<file path="src/rtl/switch_debounce_pkg.sv">
// ---------------------------------------------------------------------------
// switch_debounce_pkg
//   Shared constants for the switch conditioning path.
//   - CLK_FREQ_HZ            : board clock frequency used to turn a debounce
//                              time in milliseconds into a cycle count
//   - DEFAULT_WIDTH          : number of slide switches on the board
//   - DEFAULT_SYNC_STAGES    : synchroniser depth per switch bit
//   - DEFAULT_DEBOUNCE_MS    : how long a new level must be stable
//   - DEFAULT_CNT_MAX        : that stability window expressed in clock cycles
//   - msToCycles()           : helper converting milliseconds to cycles
// ---------------------------------------------------------------------------
package switch_debounce_pkg;

    localparam int CLK_FREQ_HZ         = 50_000_000;
    localparam int DEFAULT_WIDTH       = 8;
    localparam int DEFAULT_SYNC_STAGES = 2;
    localparam int DEFAULT_DEBOUNCE_MS = 10;

    // Cycles per millisecond times the requested window; 10 ms at 50 MHz
    // gives 500000.
    function automatic int msToCycles(input int ms);
        return (CLK_FREQ_HZ / 1000) * ms;
    endfunction

    localparam int DEFAULT_CNT_MAX = msToCycles(DEFAULT_DEBOUNCE_MS);

endpackage

</file>
<file path="src/rtl/switch_debounce_bit.sv">
// ---------------------------------------------------------------------------
// debounce_bit
//   Conditions a single raw switch input: synchronises it into clk, then only
//   accepts a new level once it has differed from the current accepted level
//   for CNT_MAX consecutive cycles.
//   Ports:
//     clk        in   system clock, all state on its rising edge
//     rst_n      in   asynchronous active-low reset
//     switch_i   in   raw asynchronous switch level
//     level_o    out  debounced level (registered)
//     rise_o     out  one-cycle pulse on an accepted 0->1
//     fall_o     out  one-cycle pulse on an accepted 1->0
//     event_o    out  next-state of (rise | fall), so the parent can register
//                     a change flag that lines up with rise_o/fall_o
// ---------------------------------------------------------------------------
module debounce_bit
    import switch_debounce_pkg::*;
#(
    parameter int SYNC_STAGES = DEFAULT_SYNC_STAGES,
    parameter int CNT_MAX     = DEFAULT_CNT_MAX
) (
    input  logic clk,
    input  logic rst_n,
    input  logic switch_i,
    output logic level_o,
    output logic rise_o,
    output logic fall_o,
    output logic event_o
);

    localparam int CW = $clog2(CNT_MAX + 1);
    localparam logic [CW-1:0] CNT_LAST = CW'(CNT_MAX - 1);

    logic [SYNC_STAGES-1:0] syncChain_q;
    logic                   syncLevel;
    logic [CW-1:0]          stableCnt_q, stableCnt_d;
    logic                   level_q, level_d;
    logic                   rise_q, rise_d;
    logic                   fall_q, fall_d;

    // Plain flop chain into the clock domain; nothing may sit between stages
    // or the metastability settling time is eaten into.
    always_ff @(posedge clk or negedge rst_n) begin
        if (!rst_n) begin
            syncChain_q <= '0;
        end else begin
            syncChain_q <= {syncChain_q[SYNC_STAGES-2:0], switch_i};
        end
    end

    assign syncLevel = syncChain_q[SYNC_STAGES-1];

    // Count consecutive cycles where the synchronised input disagrees with
    // the accepted level. Any agreement restarts the count, so a bounce
    // shorter than the window never gets through. On the last count the new
    // level is taken and the matching edge pulse fires for one cycle.
    always_comb begin
        stableCnt_d = stableCnt_q;
        level_d     = level_q;
        rise_d      = 1'b0;
        fall_d      = 1'b0;
        if (syncLevel == level_q) begin
            stableCnt_d = '0;
        end else if (stableCnt_q == CNT_LAST) begin
            stableCnt_d = '0;
            level_d     = syncLevel;
            rise_d      = syncLevel;
            fall_d      = ~syncLevel;
        end else begin
            stableCnt_d = stableCnt_q + CW'(1);
        end
    end

    // State and output registers for the counter, level and pulses.
    always_ff @(posedge clk or negedge rst_n) begin
        if (!rst_n) begin
            stableCnt_q <= '0;
            level_q     <= 1'b0;
            rise_q      <= 1'b0;
            fall_q      <= 1'b0;
        end else begin
            stableCnt_q <= stableCnt_d;
            level_q     <= level_d;
            rise_q      <= rise_d;
            fall_q      <= fall_d;
        end
    end

    assign level_o = level_q;
    assign rise_o  = rise_q;
    assign fall_o  = fall_q;
    assign event_o = rise_d | fall_d;

endmodule

</file>
<file path="src/rtl/switch_debounce.sv">
// ---------------------------------------------------------------------------
// switch_debounce
//   Conditions the raw slide-switch vector before it reaches the LED stage
//   and other logic. Each bit is synchronised and debounced independently
//   by a debounce_bit instance.
//   Ports:
//     clk        in   1      system clock, all state on its rising edge
//     rst_n      in   1      asynchronous active-low reset
//     switch     in   WIDTH  raw asynchronous switch levels
//     sw_db      out  WIDTH  debounced switch levels (registered)
//     sw_rise    out  WIDTH  one-cycle pulse per bit on accepted 0->1
//     sw_fall    out  WIDTH  one-cycle pulse per bit on accepted 1->0
//     sw_change  out  1      one-cycle pulse when any bit rose or fell
// ---------------------------------------------------------------------------
module switch_debounce
    import switch_debounce_pkg::*;
#(
    parameter int WIDTH       = DEFAULT_WIDTH,
    parameter int SYNC_STAGES = DEFAULT_SYNC_STAGES,
    parameter int CNT_MAX     = DEFAULT_CNT_MAX
) (
    input  logic             clk,
    input  logic             rst_n,
    input  logic [WIDTH-1:0] switch,
    output logic [WIDTH-1:0] sw_db,
    output logic [WIDTH-1:0] sw_rise,
    output logic [WIDTH-1:0] sw_fall,
    output logic             sw_change
);

    logic [WIDTH-1:0] bitEvent;
    logic             swChange_q, swChange_d;

    // One independent conditioner per switch; no ordering between bits.
    for (genvar i = 0; i < WIDTH; i++) begin : gBit
        debounce_bit #(
            .SYNC_STAGES(SYNC_STAGES),
            .CNT_MAX    (CNT_MAX)
        ) uBit (
            .clk     (clk),
            .rst_n   (rst_n),
            .switch_i(switch[i]),
            .level_o (sw_db[i]),
            .rise_o  (sw_rise[i]),
            .fall_o  (sw_fall[i]),
            .event_o (bitEvent[i])
        );
    end

    // The change flag is built from each bit's next-state pulses so that,
    // once registered, it sits in exactly the same cycle as sw_rise/sw_fall.
    // Simultaneous events on several bits collapse into one pulse.
    always_comb begin
        swChange_d = |bitEvent;
    end

    // Register the change flag alongside the per-bit outputs.
    always_ff @(posedge clk or negedge rst_n) begin
        if (!rst_n) begin
            swChange_q <= 1'b0;
        end else begin
            swChange_q <= swChange_d;
        end
    end

    assign sw_change = swChange_q;

endmodule

</file>
<file path="config.mk">
export PLATFORM = sky130hd
export DESIGN_NAME = switch_debounce
export DESIGN_NICKNAME = d
export VERILOG_FILES = /design/src/rtl/switch_debounce_pkg.sv /design/src/rtl/switch_debounce_bit.sv /design/src/rtl/switch_debounce.sv
export SDC_FILE = /design/constraint.sdc
export NUM_CORES = 1
export LEC_CHECK = 0
export CAP_MARGIN = 20
export CORE_UTILIZATION = 40
export DETAILED_ROUTE_END_ITERATION = 10
export GPL_ROUTABILITY_DRIVEN = 0
export PLACE_DENSITY = 0.54
export REMOVE_ABC_BUFFERS = 1
export SETUP_SLACK_MARGIN = 0.02
export SKIP_LAST_GASP = 1
export SYNTH_ARGS = -nofsm -noshare
export SYNTH_HDL_FRONTEND = slang
export SYNTH_HIERARCHICAL = 1
export SYNTH_SLANG_ARGS = --single-unit
</file>
<file path="constraint.sdc">
create_clock -name clk -period 2.92 [get_ports clk]
set_input_delay 0.73 -clock clk [delete_from_list [all_inputs] [get_ports clk]]
set_output_delay 0.73 -clock clk [all_outputs]
set_load 0.05 [all_outputs]
</file>
# Word-level counts from Yosys, hierarchy flattened
# Index checks and enable logic that the tools add are counted.
# classes
muxes	48
n_div	0
multipliers	0
order_cmp	0
n_eq_ne	16
n_reduce_logical	9
n_bitwise	24
add_sub_neg	8
shifts	0
# op_table
operator	count
19-bit 2-to-1 mux	16
19-bit by 1-bit adder with 19-bit output, second input constant	8
19-bit equality test, second input constant	8
1-bit 2-to-1 mux	32
1-bit NOT	16
2-bit AND reduction	8
1-bit equality test	8
1-bit OR	8
8-bit OR reduction	1
# totals
rom_bits	0
inputBits	10
wordCells	146
mem_bits_rw	0
n_memories	0
ff_bits	193
latch_bits	0
output_inout_bits	25

# Longest topological paths before layout
# Gate-level depths: netlist (run 1).
# depth
depth_word	5
mapped_depth	7
mapped_depth_nobuf	7

# Hierarchy
# Netlist (run 1), hierarchy kept.
# modules_own_cells
mod	seq_area_each_um2	instances	cells_each	area_each_um2
debounce_bit	600.6	8	114	1146.1
switch_debounce	25.0	1	4	41.3

# Worst setup path after synthesis (run 1)
# No wires, ideal clock.
# synth_path
kind	register to register
from	reg gBit[0].uBit.stableCnt_q[0]
to	reg gBit[0].uBit.stableCnt_q[18]
arrival_time_ns	1.563
period_less_slack_ns	1.696
setup_ns	0.133
t_required_ns	2.787
path_stages_with_launch	6
n_path_buf	0
path_slack_ns	1.224
cell_sequence	dfrtp_1 -> ha_1 -> nand4_1 -> nor4_1 -> a31o_2 -> a21oi_1
# synth_via
elab_chain_cells	3
word_cells_on_any_way	4
classes_between	add/sub: 1; eq/ne: 1; mux: 2
# synth_lines
element	line	rtl
start: declaration	switch_debounce_bit.sv:36	logic [CW-1:0] stableCnt_q, stableCnt_d;
start signal: assignment	switch_debounce_bit.sv:82	stableCnt_q <= stableCnt_d;
19-bit by 1-bit adder with 19-bit output / 19-bit equality test (equally long branches)	switch_debounce_bit.sv:70, switch_debounce_bit.sv:64	
19-bit 2-to-1 mux *	switch_debounce_bit.sv:64	end else if (stableCnt_q == CNT_LAST) begin
19-bit 2-to-1 mux *	switch_debounce_bit.sv:62	if (syncLevel == level_q) begin
named net gBit[0].uBit.stableCnt_d[18]	switch_debounce_bit.sv:36	
# Mark *: on every way through the listed nets, which the timed path passes. The rest lies on a longest branch.
# A chain may end at the register's enable or synchronous reset.

# Final worst setup path (run 1)
# layout_path
from	reg gBit[0].uBit.level_q
to	out sw_db[0]
# layout_lines
element	line	rtl
start: declaration	switch_debounce_bit.sv:37	logic level_q, level_d;
start signal: assignment	switch_debounce_bit.sv:83	level_q <= level_d;
end: declaration	switch_debounce.sv:25	output logic [WIDTH-1:0] sw_db,
# No word-level cell between the ends.

==> results.cfg, run 1 <==
[placed_design]
place_area_mm2 = 0.00988
dp_hpwl_um = 12200
io_buffers = 34

[clock_tree]
ctsHoldBuffers = 0
cts.htree.levels = 4
cts_buffers = 17
clk_path_buf_depth = 2
cts_sinks = 193
cts_tree = yes
cts_resized = 0
insertion_delay_ns = 0.43
path_clk_slew_ns = 0.06
cts-root-buf = clkbuf_16
post_cts_buffers = 0

[routing]
vias_per_cell = 5.29
vias = 6629
first_iter_violations = 289
wl_per_cell_um = 14.2
wirelength_um = 17800
drc = 0
first_pass_iters = 4
ant_nets = 0

[floorplan]
die_h_um = 154
start_util = 0.407
die_area_mm2 = 0.0236
core_mm2 = 0.0226
rows = 55
die-width_um = 154
ios = 35

[yosys]
synth_area_leaders = dfrtp_1 52%, xnor2_1 9.1%, nor2_1 6.8%
synth_cells = 916
synth_seq_area_share = 0.524
synth-edff-count = 0
synth.distinct_cells = 26
synth-async-reset-ratio = 1.00
synth.top_cells.by_count = 193 x dfrtp_1, 168 x nor2_1, 96 x xnor2_1, 72 x nand4_1, 49 x nand2_1
ys_warn_count = 6
yosysTopAreaCell = dfrtp_1
ys_seq_elements = 193
avgSynthCellArea_um2 = 10.1
synth_most_common_cell = dfrtp_1
synth_area_mm2 = 0.00921
synth_ff_type = dfrtp_1
synth_top_area_frac = 0.524

[timing]
rsz0062_at_grt = false
fin_skew_ns = 0.0105
worst_pin_slew_ns = 0.763
period_share = 0.826
slew_viol_final = 0
setup_viol = 0
period_minus_slack_ns = 2.41
slew_headroom = 0.491
fmax_mhz = 415
finalHoldViolCount = 0
tns_ns = 0

[finish]
nets = 976
syn2layout_area_growth_pct = 14.1
diodes = 0
stdcell_area_mm2 = 0.0105
drive_gt1_frac = 0.0774

[setup_path]
crit_cells = 1
r2r-start = gBit[4].uBit/stableCnt_q[0]
cp-startpoint = gBit[0].uBit/level_o
cp_slowest_cell = clkdlybuf4s50_1
r2r_cells = 5
worstPathMaxFanout = 5
crit_chain = clkdlybuf4s50_1
r2r_end = gBit[4].uBit/stableCnt_q[18]
crit_family = buffers and inverters
endpoint_kind = primary output
crit_type = reg -> out
worst_ep_arrival_time_ns = 1.68
crit_required_ns = 2.19
r2r_slack_ns = 0.86
critPathLaunchType = register
max_stage_delay_ns = 0.83
path_buf_inv = 1

[global_route]
grt_max_degree = 62
overflow = 0
antenna_found_initial = 0
track_usage = 0.165
grt_pass1_wl_um = 31700
grt_pass1_vias = 6581

[power]
power_density_mw_per_mm2 = 515
p_leak_uw = 0.00402
irDropWorstVdd_mv = 0.234

[flow_run]
drv_cap = 0

[run_status]
status = completed

[hold_path]
min_path_type = in -> async
==> cell usage in the layout, fill, tap and decap left out <==
cell / Yosys / layout
a21oi_1: 16 / 16
a31o_2: 8 / 8
and3_1: 8 / 8
and4_1: 8 / 8
buf_12: 0 / 1
buf_4: 0 / 4
bufinv_16: 0 / 5
clkbuf_1: 0 / 1
clkbuf_16: 0 / 17
clkbuf_8: 0 / 2
clkdlybuf4s50_1: 0 / 33
clkinv_2: 0 / 4
clkinv_4: 0 / 2
dfrtp_1: 193 / 193
ha_1: 8 / 8
inv_1: 32 / 32
mux2_2: 8 / 8
nand2_1: 49 / 49
nand3_1: 48 / 48
nand4_1: 72 / 72
nand4_2: 8 / 8
nor2_1: 168 / 168
nor3_1: 48 / 48
nor3b_1: 16 / 16
nor4_1: 26 / 26
nor4b_1: 16 / 16
nor4bb_1: 8 / 8
o21ai_0: 8 / 8
o21ai_2: 8 / 8
or3_1: 8 / 8
or4_4: 8 / 8
xnor2_1: 96 / 96
xor2_1: 32 / 32
==> layer usage <==
layer | global-route usage | share of wire | wire (um)
met3 | 0.0310 | 0.024 | 427
met2 | 0.256 | 0.45 | 8100
met1 | 0.230 | 0.51 | 9070
met5 | 0 | 0 | 0
met4 | 0.0571 | 0.012 | 219
==> final cells by class <==
| type | instances | area (um^2) |
|---|---|---|
| clock buffers | 19 | 443 |
| clock inverters | 11 | 188 |
| fillers | 2154 | 12100 |
| inverters | 32 | 120 |
| multi-input cells | 675 | 4180 |
| flip-flops and latches | 193 | 4830 |
| well taps | 285 | 357 |
| repair buffers | 39 | 394 |
==> stage by stage <==
stage	worst slack, ns	hold slack (ns)	total power [uW]	instances	util
2_1_floorplan	1.21	0.331	2870	900	-
3_3_place_gp	0.889	0.333	2980	1224	0.436
3_5_place_dp	0.862	0.336	2980	1224	0.436
4_1_cts	0.466	0.276	5520	1254	0.464
5_1_grt	0.440	0.307	5650	1254	0.464
6_report	0.508	0.267	5420	1254	0.464
==> where the power goes <==
part | internal, uW | leakage (uW) | total [uW] | switching, uW
clock | 1530 | 0.000312 | 2490 | 964
sequential | 2710 | 0.00264 | 2760 | 49.5
combinational | 52.0 | 0.00107 | 164 | 112
==> worst max-delay path by stage <==
stage                                         to  slack, ns
floorplan           gBit[0].uBit/stableCnt_q[18]       1.21
global placement    gBit[7].uBit/stableCnt_q[18]       0.89
detailed placement  gBit[4].uBit/stableCnt_q[18]       0.86
CTS                                     sw_db[5]       0.47
global route                            sw_db[7]       0.44
finish                                  sw_db[0]       0.51
==> flip-flops by register name (all words and copies together), names as in the netlist <==
name	count
gBit.uBit/stableCnt_q	152
gBit.uBit/syncChain_q	16
gBit.uBit/fall_o	8
gBit.uBit/level_o	8
gBit.uBit/rise_o	8
sw_change	1
==> cell families after synthesis <==
group                      count (synthesis)  share of synthesized area
AOI/OAI and AO/OA                         40                     0.0283
and+or+nand+nor                          491                      0.283
xor gates and xnor gates                 128                      0.122
adders and majority gates                  8                     0.0109
DFF                                      193                      0.524
buffers and inverters                     48                     0.0217
muxes                                      8                    0.00978
==> worst reg2reg max path, stage by stage, from the launching register on <==
cell and delay (ns):
dfrtp_1 0.43, ha_1 0.26, nand4_1 0.29, nor4_1 0.64
a31o_2 0.24, a21oi_1 0.06
No activity file was read; power rests on OpenSTA's default activity.
==> run 2, diff against run 1 <==
- PLACE_DENSITY: 0.54 -> 0.56
- clock period: 2.92 -> 2.2 ns (I/O delays scaled with it)
==> results.cfg, run 2 (same netlist as run 1, synthesis figures left out) <==
[run_status]
status = completed

[timing]
setup_viol = 0
slew_viol_final = 0
slew_headroom = 0.595
rsz0062_at_grt = true
fmax_mhz = 473
tns_ns = 0
finalHoldViolCount = 0
fin_skew_ns = 0.0103
period_minus_slack_ns = 2.12
period_share = 0.962
worst_pin_slew_ns = 0.601
setup_slack_ns = 0.0842

[setup_path]
cp_slowest_cell = clkdlybuf4s50_1
r2r_cells = 7
crit_chain = clkdlybuf4s50_1
crit_family = buffers and inverters
r2r_end = sw_change
worstPathMaxFanout = 1
r2r_slack_ns = 0.13
path_buf_inv = 1
max_stage_delay_ns = 0.80
crit_required_ns = 1.65
worst_ep_arrival_time_ns = 1.57
cp-startpoint = gBit[6].uBit/fall_o
critPathLaunchType = register
crit_type = reg -> out
endpoint_kind = primary output
r2r-start = gBit[1].uBit/stableCnt_q[0]

[global_route]
grt_pass1_vias = 6482
overflow = 0
track_usage = 0.168
grt_max_degree = 54
antenna_found_initial = 0
grt_pass1_wl_um = 32000

[clock_tree]
cts_sinks = 193
insertion_delay_ns = 0.43
cts_tree = yes
cts_buffers = 17
clk_path_buf_depth = 2
path_clk_slew_ns = 0.07
cts-root-buf = clkbuf_16
cts.htree.levels = 4
post_cts_buffers = 0

[finish]
largestRegisters = gBit.uBit/stableCnt_q x152, gBit.uBit/syncChain_q x16
final_common_cell = dfrtp_1
nFillCells = 2069
regArea_mm2 = 0.00483
syn2layout_area_growth_pct = 16.0
multi_input_area_mm2 = 0.00419
largest_register_ffs = 152
diodes = 0
max_flop_register = gBit.uBit/stableCnt_q
layout_common_cells = 193 x dfrtp_1, 168 x nor2_1, 96 x xnor2_1, 72 x nand4_1, 49 x nand2_1
nets = 998
drive_gt1_frac = 0.102

[power]
p_leak_uw = 0.00418
irDropWorstVdd_mv = 0.429
power_density_mw_per_mm2 = 666

[routing]
first_iter_violations = 321
wl_per_cell_um = 14.3
first_pass_iters = 5
ant_nets = 0
vias_per_cell = 5.23
wirelength_um = 18300
drc = 0
vias = 6689

[floorplan]
die_h_um = 154
ios = 35
die-width_um = 154
start_util = 0.407
core_mm2 = 0.0226
die_area_mm2 = 0.0236
rows = 55

[placed_design]
dp_slack_ns = 0.113
dp_hpwl_um = 12700
io_buffers = 34

[hold_path]
min_path_type = in -> async

[flow_run]
drv_cap = 0
run 2: final cells by class:
cell class / instances / area share
well taps: 285 / 0.0334
flip-flops and latches: 193 / 0.452
repair buffers: 61 / 0.0538
multi-input cells: 675 / 0.392
clock buffers: 19 / 0.0415
clock inverters: 13 / 0.0163
inverters: 32 / 0.0112
run 2: power by group:
group,internal (uW),switching [uW]
Combinational,88.5,155
Clock,1840,1370
Sequential,3600,63.6
run 2: worst max-delay path by stage:
stage	to	cells past startpoint
global route	sw_change	7
global placement	sw_change	7
detailed placement	sw_change	7
floorplan	gBit[0].uBit/stableCnt_q[18]	5
CTS	sw_fall[6]	1
finish	sw_fall[6]	1
run 2: stage by stage:
step                      total power, uW  instance area (um^2)  hold slack [ns]  instances   util
final                                7120                 10700           0.0489       1278  0.472
after global routing                 7420                 10700           0.0583       1278  0.472
after CTS                            7250                 10700           0.0439       1278  0.472
after detailed placement             3980                 10100            0.338       1246  0.445
after global placement               3980                 10100            0.332       1246  0.445
after floorplan                      3810                  9130            0.254        900      -
run 2: repair_timing:
action,in CTS,in global routing
hold buffers,0,0
gates resized for setup,8,2
setup endpoints to repair,8,3
run 2: layer usage:
layer | up-vias | global-route usage | routed length (um)
met5 | - | 0 | 0
met4 | 0 | 0.0524 | 197
met3 | 15 | 0.0333 | 438
met2 | 81 | 0.253 | 8220
met1 | 3225 | 0.243 | 9400
li1 | 3368 | - | -
==> run 3, diff against run 2 <==
- RECOVER_POWER: not set -> 25
==> results.cfg, run 3 (same netlist as run 1, synthesis figures left out) <==
[routing]
first_pass_iters = 5
vias_per_cell = 5.20
wl_per_cell_um = 14.3
ant_nets = 0
drc = 0
vias = 6643
wirelength_um = 18300
first_iter_violations = 349

[timing]
period_share = 0.964
fin_skew_ns = 0.0104
whs_ns = 0.312
worst_pin_slew_ns = 1.09
setup_viol = 0
slew_headroom = 0.275
tns_ns = 0
finalHoldViolCount = 0
fmax_mhz = 472
period_minus_slack_ns = 2.12
rsz0062_at_grt = true
slew_viol_final = 0

[setup_path]
r2r_slack_ns = 0.10
crit_family = buffers and inverters
path_buf_inv = 1
worst_ep_arrival_time_ns = 1.57
crit_required_ns = 1.65
max_stage_delay_ns = 0.80
endpoint_kind = primary output
worstPathMaxFanout = 1
cp_slowest_cell = clkdlybuf4s50_1
crit_chain = clkdlybuf4s50_1
critPathLaunchType = register
crit_type = reg -> out

[global_route]
grt_pass1_vias = 6482
grt_max_degree = 54
antenna_found_initial = 0
overflow = 0
grt_pass1_wl_um = 32000
track_usage = 0.168

[finish]
syn2layout_area_growth_pct = 15.8
max_flop_register = gBit.uBit/stableCnt_q
regArea_mm2 = 0.00483
layout_common_cells = 193 x dfrtp_1, 168 x nor2_1, 96 x xnor2_1, 72 x nand4_1, 49 x nand2_1
largestRegisters = gBit.uBit/stableCnt_q x152, gBit.uBit/syncChain_q x16
nets = 998
nFillCells = 2072
multi_input_area_mm2 = 0.00419
largest_register_ffs = 152
final_core_util = 0.471
final_common_cell = dfrtp_1
drive_gt1_frac = 0.102
diodes = 0

[hold_path]
min_path_type = in -> async

[flow_run]
drv_cap = 0

[clock_tree]
insertion_delay_ns = 0.44
cts.htree.levels = 4
clk_path_buf_depth = 2
cts_resized = 8
cts_tree = yes
ctsHoldBuffers = 0
cts_sinks = 193
cts_buffers = 17
post_cts_buffers = 0
path_clk_slew_ns = 0.07
cts-root-buf = clkbuf_16

[run_status]
status = completed

[floorplan]
rows = 55
die_area_mm2 = 0.0236
ios = 35
die_h_um = 154
core_mm2 = 0.0226
start_util = 0.407
die-width_um = 154

[power]
irDropWorstVdd_mv = 0.428
power_density_mw_per_mm2 = 668
p_leak_uw = 0.00418

[placed_design]
io_buffers = 34
dp_hpwl_um = 12700
## run 3: cell count changes in the layout (fill, tap and decap cells not counted), sizes merged
cell	before	now
clkdlybuf4s50	23	15
clkbuf	20	21
buf	28	27
dlygate4sd3	0	8
## run 3: stage by stage
stage	total power [uW]	area, um^2	setup slack (ns)	cells
global route	7420	10700	0.00646	1278
CTS	7250	10700	0.0470	1278
global placement	3980	10100	0.0773	1246
finish	7120	10700	0.0797	1278
floorplan	3810	9130	0.489	900
detailed placement	3980	10100	0.113	1246
## run 3: per-layer routing
layer / share of wire / GRT usage
met5: 0 / 0
met4: 0.0081 / 0.0524
met3: 0.023 / 0.0333
met2: 0.45 / 0.253
met1: 0.52 / 0.243
## run 3: final cells by class
cell class / count / share of cell area
clock buffers: 19 / 0.0415
clock inverters: 13 / 0.0163
inverters: 32 / 0.0113
multi-input cells: 675 / 0.393
flip-flops and latches: 193 / 0.453
well taps: 285 / 0.0334
repair buffers: 61 / 0.0519
## run 3: power by group
part,switching [uW],internal [uW],total (uW)
clock network,1380,1840,3220
logic,155,81.8,236
registers,63.7,3600,3660
total,1600,5520,7120
## run 3: path summary, 6_finish.rpt
kind,startpoint,cells past startpoint,to
worst min register to register,gBit[7].uBit/syncChain_q[0],0,gBit[7].uBit/syncChain_q[1]
worst max register to register,gBit[1].uBit/stableCnt_q[0],7,sw_change
max in group asynchronous,rst_n,2,gBit[3].uBit/stableCnt_q[18]
min in group clk,gBit[7].uBit/syncChain_q[0],0,gBit[7].uBit/syncChain_q[1]
worst min-delay path,rst_n,1,gBit[1].uBit/stableCnt_q[17]
worst max-delay path,gBit[6].uBit/fall_o,1,sw_fall[6]
